`config.mk`:
```
export PLATFORM = sky130hd
export DESIGN_NAME = exe_pipe_regs_flat
export DESIGN_NICKNAME = d
export VERILOG_FILES = /design/src/rtl/exe_pipe_regs_pkg.sv /design/src/rtl/exe_pipe_regs_if.sv /design/src/rtl/exe_pipe_regs_pipe_reg.sv /design/src/rtl/exe_pipe_regs.sv /design/src/flat_wrapper.sv
export SDC_FILE = /design/constraint.sdc
export NUM_CORES = 1
export LEC_CHECK = 0
export BUFFER_PORTS_ARGS = -buffer_cell sky130_fd_sc_hd__buf_2
export CORE_AREA = 2 2 188 190
export DETAILED_ROUTE_END_ITERATION = 8
export DIE_AREA = 0 0 190 192
export PLACE_DENSITY = 0.78
export SYNTH_ARGS = -nofsm -noshare
export SYNTH_HDL_FRONTEND = slang
export SYNTH_SLANG_ARGS = --single-unit
```
`constraint.sdc`:
```
create_clock -name clk -period 4.7 [get_ports clk]
set_input_delay 1.41 -clock clk [delete_from_list [all_inputs] [get_ports clk]]
set_output_delay 1.41 -clock clk [all_outputs]
set_load 0.01 [all_outputs]
```
`src/rtl/exe_pipe_regs_pkg.sv`:
```
// Shared control-bundle layout, forwarding/write-back codes and stage record types.
// Pure definitions; no latency or backpressure of its own.
package exe_pipe_regs_pkg;

    localparam int CTRL_W      = 13;
    localparam int C_REGWRITE  = 12;
    localparam int C_DTR_HI    = 11;
    localparam int C_DTR_LO    = 10;
    localparam int C_MEMWRITE  = 9;
    localparam int C_ALUSRCB   = 8;
    localparam int C_ALUCTL_HI = 7;
    localparam int C_ALUCTL_LO = 4;
    localparam int C_REGDST_HI = 3;
    localparam int C_REGDST_LO = 2;
    localparam int C_SORU      = 1;
    localparam int C_ALUSRCA   = 0;

    localparam logic [CTRL_W-1:0] CTRL_BUBBLE = 13'b0;

    typedef enum logic [1:0] {
        FWD_RF     = 2'b00,
        FWD_EXE    = 2'b01,
        FWD_MEMRD  = 2'b10,
        FWD_MEMALU = 2'b11
    } fwd_e;

    typedef enum logic [1:0] {
        DTR_ALU  = 2'b00,
        DTR_LOAD = 2'b01,
        DTR_LUI  = 2'b10,
        DTR_PC4  = 2'b11
    } dtr_e;

    typedef struct packed {
        logic [CTRL_W-1:0] ctrl;
        logic [31:0]       inst;
        logic [31:0]       pc;
        logic [4:0]        dst;
        logic [31:0]       op_a;
        logic [31:0]       op_b;
    } idex_t;

    // Only the control fields still consumed downstream travel past EXE.
    typedef struct packed {
        logic [31:0] alu_out;
        logic [31:0] store_data;
        logic        reg_write;
        logic [1:0]  dtr;
        logic        mem_write;
        logic [4:0]  dst;
        logic [31:0] pc4;
        logic [31:0] lui;
    } exmem_t;

    typedef struct packed {
        logic [31:0] alu_out;
        logic [31:0] rdata;
        logic [31:0] pc4;
        logic [31:0] lui;
        logic        reg_write;
        logic [1:0]  dtr;
        logic [4:0]  dst;
    } memwb_t;

    function automatic logic [31:0] fwd_sel(input logic [1:0] sel, input logic [31:0] rf,
                                            input logic [31:0] exe, input logic [31:0] memrd,
                                            input logic [31:0] memalu);
        logic [31:0] r;
        case (sel)
            FWD_RF:    r = rf;
            FWD_EXE:   r = exe;
            FWD_MEMRD: r = memrd;
            default:   r = memalu;
        endcase
        return r;
    endfunction

    function automatic logic [31:0] lui_val(input logic [15:0] imm);
        return {imm, 16'h0000};
    endfunction

endpackage

```
`src/rtl/exe_pipe_regs_if.sv`:
```
// Bundle between the control unit / datapath and the EXE-side pipeline registers.
// Plain wires; timing and stalling are owned by the connected modules.
interface exe_pipe_regs_if;
    import exe_pipe_regs_pkg::*;

    logic              stall;
    logic              flush;
    logic [CTRL_W-1:0] id_ctrl;
    logic [31:0]       id_inst;
    logic [31:0]       id_pc;
    logic [4:0]        id_dst;
    logic [31:0]       id_rs_data;
    logic [31:0]       id_rt_data;
    logic [1:0]        exe_f_a;
    logic [1:0]        exe_f_b;
    logic [31:0]       exe_alu_out;
    logic [31:0]       mem_rdata;

    logic [CTRL_W-1:0] exe_ctrl;
    logic [31:0]       exe_inst;
    logic [31:0]       exe_pc;
    logic [31:0]       exe_op_a;
    logic [31:0]       exe_op_b;
    logic [31:0]       mem_alu_out;
    logic [31:0]       mem_store_data;
    logic              mem_MemWrite;
    logic [4:0]        reg_addr_mem;
    logic [4:0]        reg_addr_wb;
    logic              mem_RegWrite;
    logic              wb_RegWrite;
    logic [1:0]        mem_DatatoReg;
    logic [1:0]        wb_DatatoReg;
    logic              rf_we;
    logic [4:0]        rf_waddr;
    logic [31:0]       rf_wdata;
    logic              if_id_hold;

    modport master (
        output stall, flush, id_ctrl, id_inst, id_pc, id_dst, id_rs_data, id_rt_data,
               exe_f_a, exe_f_b, exe_alu_out, mem_rdata,
        input  exe_ctrl, exe_inst, exe_pc, exe_op_a, exe_op_b, mem_alu_out, mem_store_data,
               mem_MemWrite, reg_addr_mem, reg_addr_wb, mem_RegWrite, wb_RegWrite,
               mem_DatatoReg, wb_DatatoReg, rf_we, rf_waddr, rf_wdata, if_id_hold
    );

    modport slave (
        input  stall, flush, id_ctrl, id_inst, id_pc, id_dst, id_rs_data, id_rt_data,
               exe_f_a, exe_f_b, exe_alu_out, mem_rdata,
        output exe_ctrl, exe_inst, exe_pc, exe_op_a, exe_op_b, mem_alu_out, mem_store_data,
               mem_MemWrite, reg_addr_mem, reg_addr_wb, mem_RegWrite, wb_RegWrite,
               mem_DatatoReg, wb_DatatoReg, rf_we, rf_waddr, rf_wdata, if_id_hold
    );

endinterface

```
`src/rtl/exe_pipe_regs_pipe_reg.sv`:
```
// Generic stage register: clear-to-bubble wins over load, otherwise holds; 1-cycle latency.
// No backpressure of its own; the owner decides clr/en each cycle.
module pipe_reg #(
    parameter int W = 32
) (
    input  logic         clk,
    input  logic         rst_n,
    input  logic         clr,
    input  logic         en,
    input  logic [W-1:0] d,
    output logic [W-1:0] q
);

    logic [W-1:0] q_d;
    logic [W-1:0] q_q;

    always_comb begin
        q_d = q_q;
        if (clr) begin
            q_d = '0;
        end else if (en) begin
            q_d = d;
        end
    end

    always_ff @(posedge clk or negedge rst_n) begin
        if (!rst_n) begin
            q_q <= '0;
        end else begin
            q_q <= q_d;
        end
    end

    assign q = q_q;

endmodule

```
`src/rtl/exe_pipe_regs.sv`:
```
// ID/EX, EX/MEM, MEM/WB registers with operand forwarding; accept at edge N, RF write at N+3.
// Stall/flush turn the ID/EX load into a bubble; later stages always advance.
module exe_pipe_regs
    import exe_pipe_regs_pkg::*;
(
    input  logic            clk,
    input  logic            rst_n,
    exe_pipe_regs_if.slave  bus
);

    idex_t  idex_d,  idex_q;
    exmem_t exmem_d, exmem_q;
    memwb_t memwb_d, memwb_q;
    logic [31:0] rf_wdata_d;

    always_comb begin
        idex_d      = '0;
        idex_d.ctrl = bus.id_ctrl;
        idex_d.inst = bus.id_inst;
        idex_d.pc   = bus.id_pc;
        idex_d.dst  = bus.id_dst;
        idex_d.op_a = fwd_sel(bus.exe_f_a, bus.id_rs_data, bus.exe_alu_out,
                              bus.mem_rdata, exmem_q.alu_out);
        idex_d.op_b = fwd_sel(bus.exe_f_b, bus.id_rt_data, bus.exe_alu_out,
                              bus.mem_rdata, exmem_q.alu_out);
    end

    pipe_reg #(.W($bits(idex_t))) u_idex (
        .clk(clk), .rst_n(rst_n), .clr(bus.stall | bus.flush), .en(1'b1),
        .d(idex_d), .q(idex_q)
    );

    always_comb begin
        exmem_d            = '0;
        exmem_d.alu_out    = bus.exe_alu_out;
        exmem_d.store_data = idex_q.op_b;
        exmem_d.reg_write  = idex_q.ctrl[C_REGWRITE];
        exmem_d.dtr        = idex_q.ctrl[C_DTR_HI:C_DTR_LO];
        exmem_d.mem_write  = idex_q.ctrl[C_MEMWRITE];
        exmem_d.dst        = idex_q.dst;
        exmem_d.pc4        = idex_q.pc + 32'd4;
        exmem_d.lui        = lui_val(idex_q.inst[15:0]);
    end

    pipe_reg #(.W($bits(exmem_t))) u_exmem (
        .clk(clk), .rst_n(rst_n), .clr(1'b0), .en(1'b1),
        .d(exmem_d), .q(exmem_q)
    );

    always_comb begin
        memwb_d           = '0;
        memwb_d.alu_out   = exmem_q.alu_out;
        memwb_d.rdata     = bus.mem_rdata;
        memwb_d.pc4       = exmem_q.pc4;
        memwb_d.lui       = exmem_q.lui;
        memwb_d.reg_write = exmem_q.reg_write;
        memwb_d.dtr       = exmem_q.dtr;
        memwb_d.dst       = exmem_q.dst;
    end

    pipe_reg #(.W($bits(memwb_t))) u_memwb (
        .clk(clk), .rst_n(rst_n), .clr(1'b0), .en(1'b1),
        .d(memwb_d), .q(memwb_q)
    );

    always_comb begin
        rf_wdata_d = memwb_q.alu_out;
        case (memwb_q.dtr)
            DTR_ALU:  rf_wdata_d = memwb_q.alu_out;
            DTR_LOAD: rf_wdata_d = memwb_q.rdata;
            DTR_LUI:  rf_wdata_d = memwb_q.lui;
            default:  rf_wdata_d = memwb_q.pc4;
        endcase
    end

    assign bus.exe_ctrl       = idex_q.ctrl;
    assign bus.exe_inst       = idex_q.inst;
    assign bus.exe_pc         = idex_q.pc;
    assign bus.exe_op_a       = idex_q.op_a;
    assign bus.exe_op_b       = idex_q.op_b;
    // Hazard outputs use the control unit's naming: "mem" is ID/EX, "wb" is EX/MEM.
    assign bus.reg_addr_mem   = idex_q.dst;
    assign bus.mem_RegWrite   = idex_q.ctrl[C_REGWRITE];
    assign bus.mem_DatatoReg  = idex_q.ctrl[C_DTR_HI:C_DTR_LO];
    assign bus.mem_alu_out    = exmem_q.alu_out;
    assign bus.mem_store_data = exmem_q.store_data;
    assign bus.mem_MemWrite   = exmem_q.mem_write;
    assign bus.reg_addr_wb    = exmem_q.dst;
    assign bus.wb_RegWrite    = exmem_q.reg_write;
    assign bus.wb_DatatoReg   = exmem_q.dtr;
    assign bus.rf_we          = memwb_q.reg_write & (memwb_q.dst != 5'd0);
    assign bus.rf_waddr       = memwb_q.dst;
    assign bus.rf_wdata       = rf_wdata_d;
    // A flush redirects fetch, so it must not be held back by a simultaneous stall.
    assign bus.if_id_hold     = bus.stall & ~bus.flush;

endmodule

```
`src/flat_wrapper.sv`:
```
// flat-port wrapper written by rule: the top's interface ports become plain ports
module exe_pipe_regs_flat import exe_pipe_regs_pkg::*;
  (clk, rst_n, bus_stall, bus_flush, bus_id_ctrl, bus_id_inst, bus_id_pc, bus_id_dst, bus_id_rs_data, bus_id_rt_data, bus_exe_f_a, bus_exe_f_b, bus_exe_alu_out, bus_mem_rdata, bus_exe_ctrl, bus_exe_inst, bus_exe_pc, bus_exe_op_a, bus_exe_op_b, bus_mem_alu_out, bus_mem_store_data, bus_mem_MemWrite, bus_reg_addr_mem, bus_reg_addr_wb, bus_mem_RegWrite, bus_wb_RegWrite, bus_mem_DatatoReg, bus_wb_DatatoReg, bus_rf_we, bus_rf_waddr, bus_rf_wdata, bus_if_id_hold);
  exe_pipe_regs_if bus_i ();
  input  logic clk;
  input  logic rst_n;
  input wire logic [$bits(bus_i.stall)-1:0] bus_stall;
  input wire logic [$bits(bus_i.flush)-1:0] bus_flush;
  input wire logic [$bits(bus_i.id_ctrl)-1:0] bus_id_ctrl;
  input wire logic [$bits(bus_i.id_inst)-1:0] bus_id_inst;
  input wire logic [$bits(bus_i.id_pc)-1:0] bus_id_pc;
  input wire logic [$bits(bus_i.id_dst)-1:0] bus_id_dst;
  input wire logic [$bits(bus_i.id_rs_data)-1:0] bus_id_rs_data;
  input wire logic [$bits(bus_i.id_rt_data)-1:0] bus_id_rt_data;
  input wire logic [$bits(bus_i.exe_f_a)-1:0] bus_exe_f_a;
  input wire logic [$bits(bus_i.exe_f_b)-1:0] bus_exe_f_b;
  input wire logic [$bits(bus_i.exe_alu_out)-1:0] bus_exe_alu_out;
  input wire logic [$bits(bus_i.mem_rdata)-1:0] bus_mem_rdata;
  output wire logic [$bits(bus_i.exe_ctrl)-1:0] bus_exe_ctrl;
  output wire logic [$bits(bus_i.exe_inst)-1:0] bus_exe_inst;
  output wire logic [$bits(bus_i.exe_pc)-1:0] bus_exe_pc;
  output wire logic [$bits(bus_i.exe_op_a)-1:0] bus_exe_op_a;
  output wire logic [$bits(bus_i.exe_op_b)-1:0] bus_exe_op_b;
  output wire logic [$bits(bus_i.mem_alu_out)-1:0] bus_mem_alu_out;
  output wire logic [$bits(bus_i.mem_store_data)-1:0] bus_mem_store_data;
  output wire logic [$bits(bus_i.mem_MemWrite)-1:0] bus_mem_MemWrite;
  output wire logic [$bits(bus_i.reg_addr_mem)-1:0] bus_reg_addr_mem;
  output wire logic [$bits(bus_i.reg_addr_wb)-1:0] bus_reg_addr_wb;
  output wire logic [$bits(bus_i.mem_RegWrite)-1:0] bus_mem_RegWrite;
  output wire logic [$bits(bus_i.wb_RegWrite)-1:0] bus_wb_RegWrite;
  output wire logic [$bits(bus_i.mem_DatatoReg)-1:0] bus_mem_DatatoReg;
  output wire logic [$bits(bus_i.wb_DatatoReg)-1:0] bus_wb_DatatoReg;
  output wire logic [$bits(bus_i.rf_we)-1:0] bus_rf_we;
  output wire logic [$bits(bus_i.rf_waddr)-1:0] bus_rf_waddr;
  output wire logic [$bits(bus_i.rf_wdata)-1:0] bus_rf_wdata;
  output wire logic [$bits(bus_i.if_id_hold)-1:0] bus_if_id_hold;
  assign bus_i.stall = bus_stall;
  assign bus_i.flush = bus_flush;
  assign bus_i.id_ctrl = bus_id_ctrl;
  assign bus_i.id_inst = bus_id_inst;
  assign bus_i.id_pc = bus_id_pc;
  assign bus_i.id_dst = bus_id_dst;
  assign bus_i.id_rs_data = bus_id_rs_data;
  assign bus_i.id_rt_data = bus_id_rt_data;
  assign bus_i.exe_f_a = bus_exe_f_a;
  assign bus_i.exe_f_b = bus_exe_f_b;
  assign bus_i.exe_alu_out = bus_exe_alu_out;
  assign bus_i.mem_rdata = bus_mem_rdata;
  assign bus_exe_ctrl = bus_i.exe_ctrl;
  assign bus_exe_inst = bus_i.exe_inst;
  assign bus_exe_pc = bus_i.exe_pc;
  assign bus_exe_op_a = bus_i.exe_op_a;
  assign bus_exe_op_b = bus_i.exe_op_b;
  assign bus_mem_alu_out = bus_i.mem_alu_out;
  assign bus_mem_store_data = bus_i.mem_store_data;
  assign bus_mem_MemWrite = bus_i.mem_MemWrite;
  assign bus_reg_addr_mem = bus_i.reg_addr_mem;
  assign bus_reg_addr_wb = bus_i.reg_addr_wb;
  assign bus_mem_RegWrite = bus_i.mem_RegWrite;
  assign bus_wb_RegWrite = bus_i.wb_RegWrite;
  assign bus_mem_DatatoReg = bus_i.mem_DatatoReg;
  assign bus_wb_DatatoReg = bus_i.wb_DatatoReg;
  assign bus_rf_we = bus_i.rf_we;
  assign bus_rf_waddr = bus_i.rf_waddr;
  assign bus_rf_wdata = bus_i.rf_wdata;
  assign bus_if_id_hold = bus_i.if_id_hold;
  exe_pipe_regs u_core (.clk(clk), .rst_n(rst_n), .bus(bus_i));
endmodule
```
==> flow_metrics.py, run 1 <==
metrics = {
    "timing": {
        "drv_slew": 0,
        "setup_violations": 0,
        "min_period_over_period_pct": 82.8,
        "slew_headroom_pct": 19.2,
        "final.min_clock_period_ps": 3890,
        "hold_viol": 0,
        "fin_setup_tns_ps": 0,
        "rsz0062_at_grt": "no",
        "max_freq_ghz": 0.257,
        "skew_ps": 7.27,
        "worstMarginPinSlew_ps": 1210,
    },
    "final_layout": {
        "areaGrowthSynthToFinish_pct": 22.5,
        "finalNonFillerCells": 1774,
        "final_area_um2": 17800,
        "nFillCells": 2844,
        "finalNetCount": 1501,
        "ff_latch_area_um2": 9690,
        "multi_input_area_um2": 3660,
        "drive_above_1_share_pct": 49.3,
    },
    "clock_network": {
        "cts.clk_slew.worst_paths_ps": 60,
        "cts_setup_buffers": 0,
        "clock_latency_ps": 530,
        "holdBufCountCts": 0,
        "clock-sinks": 387,
        "cts_tree": "built",
        "cts-resized-gates": 0,
        "cts_max_level": 2,
        "cts_root_buffer": "clkbuf_16",
        "cts_buffers": 40,
        "ctsLongestPathBuffers": 3,
    },
    "routing": {
        "vias": 8665,
        "dr.pass1.iters": 4,
        "viasPerCell": 4.88,
        "drcViolationCount": 0,
        "drt_iter0_markers": 465,
        "ant_nets": 0,
        "wire_per_inst_um": 21.8,
        "routed_wl_um": 38700,
    },
    "floorplanning": {
        "ioPinCount": 479,
        "die_w_um": 190,
        "core_um2": 34300,
        "rows": 68,
        "start_util_pct": 42.4,
        "die_h_um": 192,
        "fp.dieArea_um2": 36500,
    },
    "yosys": {
        "synthFlopType": "dfrtp_1",
        "yosysWarnings": 0,
        "synth_area_per_cell_um2": 15.7,
        "synth_area_leaders": "dfrtp_1 67%, mux4_2 12%, buf_4 7.1%",
        "synthDistinctLibCells": 30,
        "synth_common_cells": "387 x dfrtp_1, 148 x and2_1, 137 x buf_4",
        "synth-seq-area-share_pct": 66.6,
        "synth_top_cell_area_share_pct": 66.6,
        "ys_ff_latch": 387,
        "yosysMostFrequentCell": "dfrtp_1",
        "syn-num-nets": 1147,
        "syn_area_um2": 14500,
        "ys_async_sr_fraction_pct": 100,
        "synth_edf_count": 0,
        "yosys.area.top_type": "dfrtp_1",
        "syn_inst": 928,
    },
    "power": {
        "p_comb_share_pct": 8.4,
        "power.density_nw_per_um2": 412,
        "sw_frac_of_total_pct": 23.6,
        "clkPwrFrac_pct": 42.9,
        "ir_drop_mv": 0.294,
        "seq_power_share_pct": 48.7,
        "p_sw_uw": 1730,
        "p_int_uw": 5620,
        "p_leak_uw": 0.00913,
    },
    "setup_path": {
        "crit_required_ps": 3290,
        "crit_chain": "buf_4 > mux4_2 > buf_2",
        "cp_num_buf_inv": 2,
        "start_kind": "flip-flop",
        "cpPeakStageDelay_ps": 870,
        "crit_family": "flip-flops",
        "slowest_stage": "dfrtp_2",
        "worstPathMaxFanout": 23,
        "reg2regPathDepth": 5,
        "crit_path_end_kind": "primary output",
        "crit_cells": 3,
        "cp.arrival_ps": 2480,
        "critPathKind": "reg -> out",
    },
    "min_path": {
        "holdPathStages": 0,
        "hp-class": "reg -> reg",
    },
    "place": {
        "io_buffers": 478,
        "place.detailed.hpwl_um": 28500,
        "placed_cells": 1695,
        "gp_congestion": 0.948,
        "placed_area_um2": 16500,
    },
    "flow_run": {
        "drv_cap": 0,
    },
    "global_routing": {
        "grt_pass1_wl_um": 56600,
        "grt_max_degree": 147,
        "antenna_found_initial": 6,
        "grt_pass1_vias": 9277,
        "overflow": 0,
        "grt_util_all_layers_pct": 21.1,
    },
    "outcome": {
        "status": "completed",
    },
}
==> metal layers <==
metal,vias to the layer above,track usage [%],routed length (um)
met1,4403,26.8,15000
met5,-,0,0
met2,436,33.2,18700
met3,108,5.97,3250
li1,3718,-,-
met4,0,10.5,1760
==> power by group through the flow <==
stage / Sequential, uW / Clock, uW / Combinational [uW]
floorplan: 3610 / 0 / 334
global placement: 3630 / 0 / 614
detailed placement: 3630 / 0 / 625
CTS: 3580 / 3240 / 628
global route: 3590 / 3360 / 673
finish: 3580 / 3150 / 618
==> cell families after synthesis <==
family / after synthesis / share of synthesized area, %
AO/OA/AOI/OAI: 17 / 0.602
adder cells (fa/ha/maj): 1 / 0.0860
multiplexers: 96 / 13.5
buffers and inverters: 182 / 8.33
AND/OR/NAND/NOR: 217 / 9.22
flip-flops: 387 / 66.6
XOR/XNOR: 28 / 1.69
==> final cells by class <==
type | instances | share of cell area [%]
timing repair buffer | 491 | 14.3
clock buffer | 57 | 6.71
sequential | 387 | 54.4
inverter | 3 | 0.0632
antenna | 6 | 0.0843
multi-input combinational | 359 | 20.5
clock inverter | 16 | 0.730
tap | 455 | 3.20
==> state kept, by name (all words and copies together) (netlist names) <==
signal / flops
u_core.u_exmem.q: 121
u_core.u_memwb.q: 120
u_core.u_idex.q: 146
==> cell usage in the layout (no fill, tap or decap), types with 3 or more instances in the layout <==
cell type / synthesis / layout
buf_4: 137 / 9
mux4_2: 80 / 80
clkbuf_1: 24 / 5
xnor2_1: 20 / 20
o21ai_0: 15 / 15
inv_1: 3 / 3
diode_2: 0 / 6
nand3_1: 9 / 9
and2_1: 148 / 148
clkbuf_16: 0 / 41
buf_12: 0 / 4
and3_1: 4 / 4
nor4_4: 3 / 3
clkinv_2: 0 / 8
nand4_1: 11 / 11
buf_2: 11 / 477
dfrtp_1: 387 / 386
nor3_1: 4 / 4
nand2_1: 26 / 26
xor2_1: 8 / 8
inv_6: 0 / 5
clkbuf_8: 0 / 11
mux2i_1: 16 / 16
==> final timing paths <==
check / slack [ps] / from / end
max: 810 / u_core.u_memwb.q[5] / bus_rf_wdata[26]
min: 340 / u_core.u_exmem.q[54] / u_core.u_memwb.q[62]
max reg2reg: 2750 / u_core.u_idex.q[71] / u_core.u_exmem.q[50]
min reg2reg: 340 / u_core.u_exmem.q[54] / u_core.u_memwb.q[62]
max in group asynchronous: 2840 / rst_n / u_core.u_exmem.q[67]
min in group asynchronous: 930 / rst_n / u_core.u_idex.q[114]
==> stage by stage <==
step / total power (uW) / setup slack (ps) / hold WS [ps] / util [%]
detailed placement: 4260 / 1310 / 335 / 48.0
finish: 7350 / 810 / 341 / 52.0
global route: 7620 / 658 / 350 / 51.9
floorplan: 3940 / 1680 / 331 / -
CTS: 7440 / 742 / 345 / 51.9
global placement: 4240 / 1330 / 331 / 48.0
Power figures use the tool's default switching activity.
==> run 2: changes to the inputs <==
ABC_AREA = 1   (was unset)
CORE_AREA = 2 2 186 188   (was 2 2 188 190)
DIE_AREA = 0 0 188 190   (was 0 0 190 192)
PLACE_DENSITY = 0.8   (was 0.78)
clock period = 3.7 ns   (was 4.7 ns; I/O delays follow)
==> run 2 against run 1 <==
Area after synthesis rose by 3.3%. Sequential share of layout area fell by 1.4 points. Register-to-register slack got worse by 610 ps. Critical endpoint is now bus_rf_wdata[3]. Largest power group unchanged.
==> flow_metrics.py, run 2 <==
metrics = {
    "yosys": {
        "yosys.area.top_type": "dfrtp_1",
        "yosysMostFrequentCell": "dfrtp_1",
        "ys_ff_latch": 387,
        "synth_edf_count": 0,
        "synth_common_cells": "387 x dfrtp_1, 323 x nand2_1, 164 x inv_1",
        "synthFlopType": "dfrtp_1",
        "synth_area_per_cell_um2": 10.3,
        "yosysWarnings": 0,
        "synth_area_leaders": "dfrtp_1 64%, nand2_1 8.1%, buf_4 7.0%",
        "syn_inst": 1465,
        "ys_async_sr_fraction_pct": 100,
        "syn_area_um2": 15000,
        "synth_top_cell_area_share_pct": 64.4,
        "synth-seq-area-share_pct": 64.4,
        "synthDistinctLibCells": 22,
        "syn-num-nets": 1684,
    },
    "final_layout": {
        "largest_reg_flops": 146,
        "finalNonFillerCells": 2311,
        "final_area_um2": 18300,
        "areaGrowthSynthToFinish_pct": 21.5,
        "drive_above_1_share_pct": 32.2,
        "finalNetCount": 2040,
        "nFillCells": 3016,
        "layout_commonest_cell": "buf_2",
        "ff_latch_area_um2": 9680,
        "multi_input_area_um2": 3380,
        "final_cell_mix": "477 x buf_2, 387 x dfrtp_1, 323 x nand2_1, 164 x inv_1, 116 x nor2_1",
    },
    "setup_path": {
        "crit_required_ps": 2590,
        "reg2regPathDepth": 8,
        "reg2reg_setup_slack_ps": 2140,
        "cp.arrival_ps": 2230,
        "start_kind": "flip-flop",
        "r2r_start": "u_core.u_idex.q[71]",
        "crit_path_end_kind": "primary output",
        "critPathKind": "reg -> out",
        "worstPathMaxFanout": 22,
        "r2r-end": "u_core.u_exmem.q[54]",
    },
    "floorplanning": {
        "die_h_um": 190,
        "core_um2": 33900,
        "start_util_pct": 44.3,
        "ioPinCount": 479,
        "die_w_um": 188,
        "fp.dieArea_um2": 35700,
        "rows": 68,
    },
    "min_path": {
        "hp-class": "reg -> reg",
        "holdPathStages": 0,
        "hp-start": "u_core.u_exmem.q[26]",
        "min_delay_worst_endpoint": "u_core.u_memwb.q[34]",
    },
    "clock_network": {
        "cts_tree": "built",
        "cts_root_buffer": "clkbuf_16",
        "cts-resized-gates": 0,
        "cts.clk_slew.worst_paths_ps": 60,
        "ctsLongestPathBuffers": 3,
        "cts_buffers": 41,
        "holdBufCountCts": 0,
        "cts_setup_buffers": 0,
        "cts_max_level": 2,
        "clock_latency_ps": 540,
        "clock-sinks": 387,
    },
    "place": {
        "gp_congestion": 0.977,
        "io_buffers": 478,
        "placed_area_um2": 16900,
        "place.detailed.hpwl_um": 32200,
        "placed_cells": 2233,
        "dp_slack_ps": 918,
    },
    "global_routing": {
        "overflow": 0,
        "grt_max_degree": 95,
        "grt_pass1_vias": 11283,
        "antenna_found_initial": 5,
        "grt_pass1_wl_um": 65900,
        "grt_util_all_layers_pct": 24.2,
    },
    "routing": {
        "vias": 11312,
        "drcViolationCount": 0,
        "ant_nets": 0,
        "dr.pass1.iters": 6,
        "routed_wl_um": 43700,
        "drt_iter0_markers": 954,
        "viasPerCell": 4.89,
        "wire_per_inst_um": 18.9,
    },
    "timing": {
        "hold_viol": 0,
        "slew_headroom_pct": 40.6,
        "rsz0062_at_grt": "no",
        "max_freq_ghz": 0.300,
        "setup_ws_ps": 364,
        "worstMarginPinSlew_ps": 889,
        "min_period_over_period_pct": 90.2,
        "fin_setup_tns_ps": 0,
        "skew_ps": 15.6,
        "drv_slew": 0,
        "setup_violations": 0,
        "final.min_clock_period_ps": 3340,
    },
    "power": {
        "ir_drop_mv": 0.277,
        "fin_total_pwr_uw": 9350,
        "power.density_nw_per_um2": 512,
        "p_leak_uw": 0.0103,
    },
    "outcome": {
        "status": "completed",
    },
    "flow_run": {
        "drv_cap": 0,
    },
}
-- run 2: per-stage QoR --
stage | hold slack (ps) | utilization, %
2_1_floorplan | 331 | -
3_3_place_gp | 332 | 49.9
3_5_place_dp | 335 | 49.9
4_1_cts | 346 | 53.8
5_1_grt | 350 | 53.8
6_report | 343 | 53.8
-- run 2: worst max-delay path, cell delays in order, from the launching register on --
cell     delay, ps
dfrtp_1        460
inv_1          100
nor2_4         510
buf_4          300
nand2_1         70
nand3_1        100
buf_2          150
-- run 2: worst max path at each step --
stage,slack (ps),end,startpoint,depth (start not counted)
after floorplan,1300,bus_if_id_hold,bus_stall,2
after global placement,940,u_core.u_idex.q[26],bus_exe_f_b[1],7
after detailed placement,920,u_core.u_idex.q[21],bus_exe_f_b[1],5
after CTS,350,bus_rf_wdata[7],u_core.u_memwb.q[5],6
after global routing,220,bus_rf_wdata[18],u_core.u_memwb.q[6],5
final,360,bus_rf_wdata[3],u_core.u_memwb.q[5],6
-- run 2: power breakdown --
part | switching [uW] | internal (uW) | total [uW]
registers | 115 | 4420 | 4530
clock network | 1700 | 2300 | 3990
logic | 519 | 301 | 821
total | 2330 | 7020 | 9350
-- run 2: layout make-up --
| cell class | instances | share of cell area [%] |
|---|---|---|
| Tap cell | 455 | 3.12 |
| Antenna cell | 5 | 0.0685 |
| Timing Repair Buffer | 505 | 14.6 |
| Clock inverter | 21 | 1.09 |
| Multi-Input combinational cell | 717 | 18.5 |
| Sequential cell | 387 | 53.0 |
| Inverter | 169 | 3.47 |
| Clock buffer | 52 | 6.12 |
-- run 2: kinds of logic after synthesis --
kind of cell / count (synthesis) / share of synthesized area (%)
AOI/OAI and AO/OA: 129 / 5.36
xor gates and xnor gates: 15 / 0.874
adders and majority gates: 1 / 0.0832
buffers and inverters: 361 / 13.2
DFF: 387 / 64.4
and+or+nand+nor: 572 / 16.0
-- run 2: routing by layer --
metal	GRT usage [%]	up-vias	share of wire, %
li1	-	5148	-
met3	3.78	108	6.8
met2	40.1	549	49
met5	0	-	0
met1	31.9	5507	40
met4	10.1	0	3.6
==> run 3: changes to the inputs <==
CORE_AREA = 2 2 188 190   (was 2 2 186 188)
CTS_BUF_LIST = sky130_fd_sc_hd__clkbuf_8   (was unset)
DIE_AREA = 0 0 190 192   (was 0 0 188 190)
PLACE_DENSITY = 0.79   (was 0.8)
==> run 3 against run 2 <==
Routed wire length increased by 0.98%. Clock skew is 8.4 ps lower. Global-route usage shrank 0.28 points. First-iteration DRC count fell by 24%. Combinational power decreased by 0.5%. Cell area shrank 0.46%. Fmax decreased by 4.1%. Sequential share of layout area increased by 0.24 points. Register-to-register slack gained 50 ps. Cell count increased by 1.3%. Die area increased by 2.1%.
==> flow_metrics.py, run 3 (synthesis gave the netlist of run 2 again) <==
metrics = {
    "outcome": {
        "status": "completed",
    },
    "clock_network": {
        "cts_root_buffer": "clkbuf_8",
        "cts_tree": "built",
        "cts_max_level": 2,
        "ctsLongestPathBuffers": 3,
        "cts-resized-gates": 0,
        "clock-sinks": 387,
        "cts_setup_buffers": 0,
        "holdBufCountCts": 0,
        "clock_latency_ps": 660,
        "cts.clk_slew.worst_paths_ps": 60,
        "cts_buffers": 60,
    },
    "timing": {
        "timing.hold.ws_ps": 340,
        "min_period_over_period_pct": 94.0,
        "setup_violations": 0,
        "max_freq_ghz": 0.287,
        "worstMarginPinSlew_ps": 948,
        "fin_setup_tns_ps": 0,
        "final.min_clock_period_ps": 3480,
        "skew_ps": 7.22,
        "drv_slew": 0,
        "rsz0062_at_grt": "no",
        "hold_viol": 0,
        "slew_headroom_pct": 36.7,
    },
    "place": {
        "place.detailed.hpwl_um": 32100,
        "gp_congestion": 0.970,
        "io_buffers": 478,
    },
    "setup_path": {
        "worstPathMaxFanout": 20,
        "start_kind": "flip-flop",
        "cp.arrival_ps": 2370,
        "crit_required_ps": 2590,
        "r2r_start": "u_core.u_idex.q[71]",
        "crit_path_end_kind": "primary output",
        "r2r-end": "u_core.u_exmem.q[44]",
        "reg2regPathDepth": 6,
        "reg2reg_setup_slack_ps": 2190,
        "critPathKind": "reg -> out",
    },
    "power": {
        "p_leak_uw": 0.0104,
        "ir_drop_mv": 0.302,
        "power.density_nw_per_um2": 500,
    },
    "min_path": {
        "hp-class": "reg -> reg",
        "hp-start": "u_core.u_exmem.q[22]",
        "min_delay_worst_endpoint": "u_core.u_memwb.q[30]",
        "holdPathStages": 0,
    },
    "final_layout": {
        "layout_commonest_cell": "buf_2",
        "nFillCells": 3061,
        "largest_reg_flops": 146,
        "final_core_util_pct": 53.0,
        "areaGrowthSynthToFinish_pct": 21.0,
        "finalNetCount": 2057,
        "drive_above_1_share_pct": 32.8,
        "final_cell_mix": "477 x buf_2, 387 x dfrtp_1, 323 x nand2_1, 179 x inv_1, 116 x nor2_1",
    },
    "routing": {
        "drcViolationCount": 0,
        "drt_iter0_markers": 729,
        "routed_wl_um": 44100,
        "wire_per_inst_um": 18.8,
        "dr.pass1.iters": 5,
        "ant_nets": 0,
        "viasPerCell": 4.82,
        "vias": 11291,
    },
    "global_routing": {
        "use_met2_pct": 38.5,
        "gr-usage-met3_pct": 5.43,
        "top_usage_layer": "met2",
        "grt_pass1_wl_um": 65300,
        "antenna_found_initial": 5,
        "overflow": 0,
        "grt_max_degree": 99,
        "grt_pass1_vias": 11497,
        "grt_util_all_layers_pct": 23.9,
        "met1_usage_pct": 30.7,
    },
    "floorplanning": {
        "die_w_um": 190,
        "die_h_um": 192,
        "fp.dieArea_um2": 36500,
        "ioPinCount": 479,
        "core_um2": 34300,
        "start_util_pct": 43.8,
        "rows": 68,
    },
    "flow_run": {
        "drv_cap": 0,
    },
}
-- run 3: cell types whose count changed in the layout (fill, tap and decap cells not counted) --
cell | before | now
clkinvlp_4 | 4 | 0
clkbuf_16 | 41 | 0
clkbuf_8 | 5 | 72
inv_6 | 3 | 1
inv_1 | 164 | 179
clkbuf_1 | 6 | 0
clkinv_2 | 10 | 11
clkinv_4 | 0 | 1
buf_12 | 5 | 3
bufinv_16 | 2 | 4
-- run 3: cell type report --
cell class                 instances  area [um2]  share of cell area (%)
tap                              455         569                    3.13
antenna                            5        12.5                  0.0688
sequential                       387        9680                    53.3
clock buffer                      72         991                    5.45
clock inverter                    34         282                    1.55
inverter                         169         634                    3.49
timing repair buffer             503        2630                    14.5
multi-input combinational        717        3380                    18.6
-- run 3: how the worst max path moves through the flow --
stage,from,to,cells past startpoint
CTS,u_core.u_memwb.q[5],bus_rf_wdata[19],6
finish,u_core.u_memwb.q[5],bus_rf_wdata[19],6
floorplan,bus_stall,bus_if_id_hold,2
detailed placement,bus_exe_f_a[1],u_core.u_idex.q[41],5
global route,u_core.u_memwb.q[5],bus_rf_wdata[19],6
global placement,u_core.u_memwb.q[5],bus_rf_wdata[19],6
-- run 3: worst max-delay path, stage by stage (launching register included) --
cell,delay (ps)
dfrtp_1,440
inv_1,100
nor2_4,450
buf_4,320
nand2_1,80
nand4_1,150
buf_2,160
-- run 3: metal layers --
layer	up-vias	routed length (um)	share of wire, %
met5	-	0	0
met4	0	1860	4.2
met3	130	3530	8.0
met2	542	21100	48
met1	5420	17600	40
li1	5199	-	-
-- run 3: stage by stage --
stage | total power [uW] | worst slack [ps] | cell area (um2) | instances
final | 9090 | 221 | 18200 | 2342
after global routing | 9480 | 21.7 | 18200 | 2341
after CTS | 9190 | 138 | 18200 | 2337
after detailed placement | 5420 | 851 | 16900 | 2231
after global placement | 5410 | 915 | 16900 | 2231
after floorplan | 5000 | 1300 | 15000 | 1465
-- run 3: power by group --
group	internal (uW)	switching (uW)
Clock	2050	1690
Combinational	298	519
Sequential	4420	116
Total	6770	2320
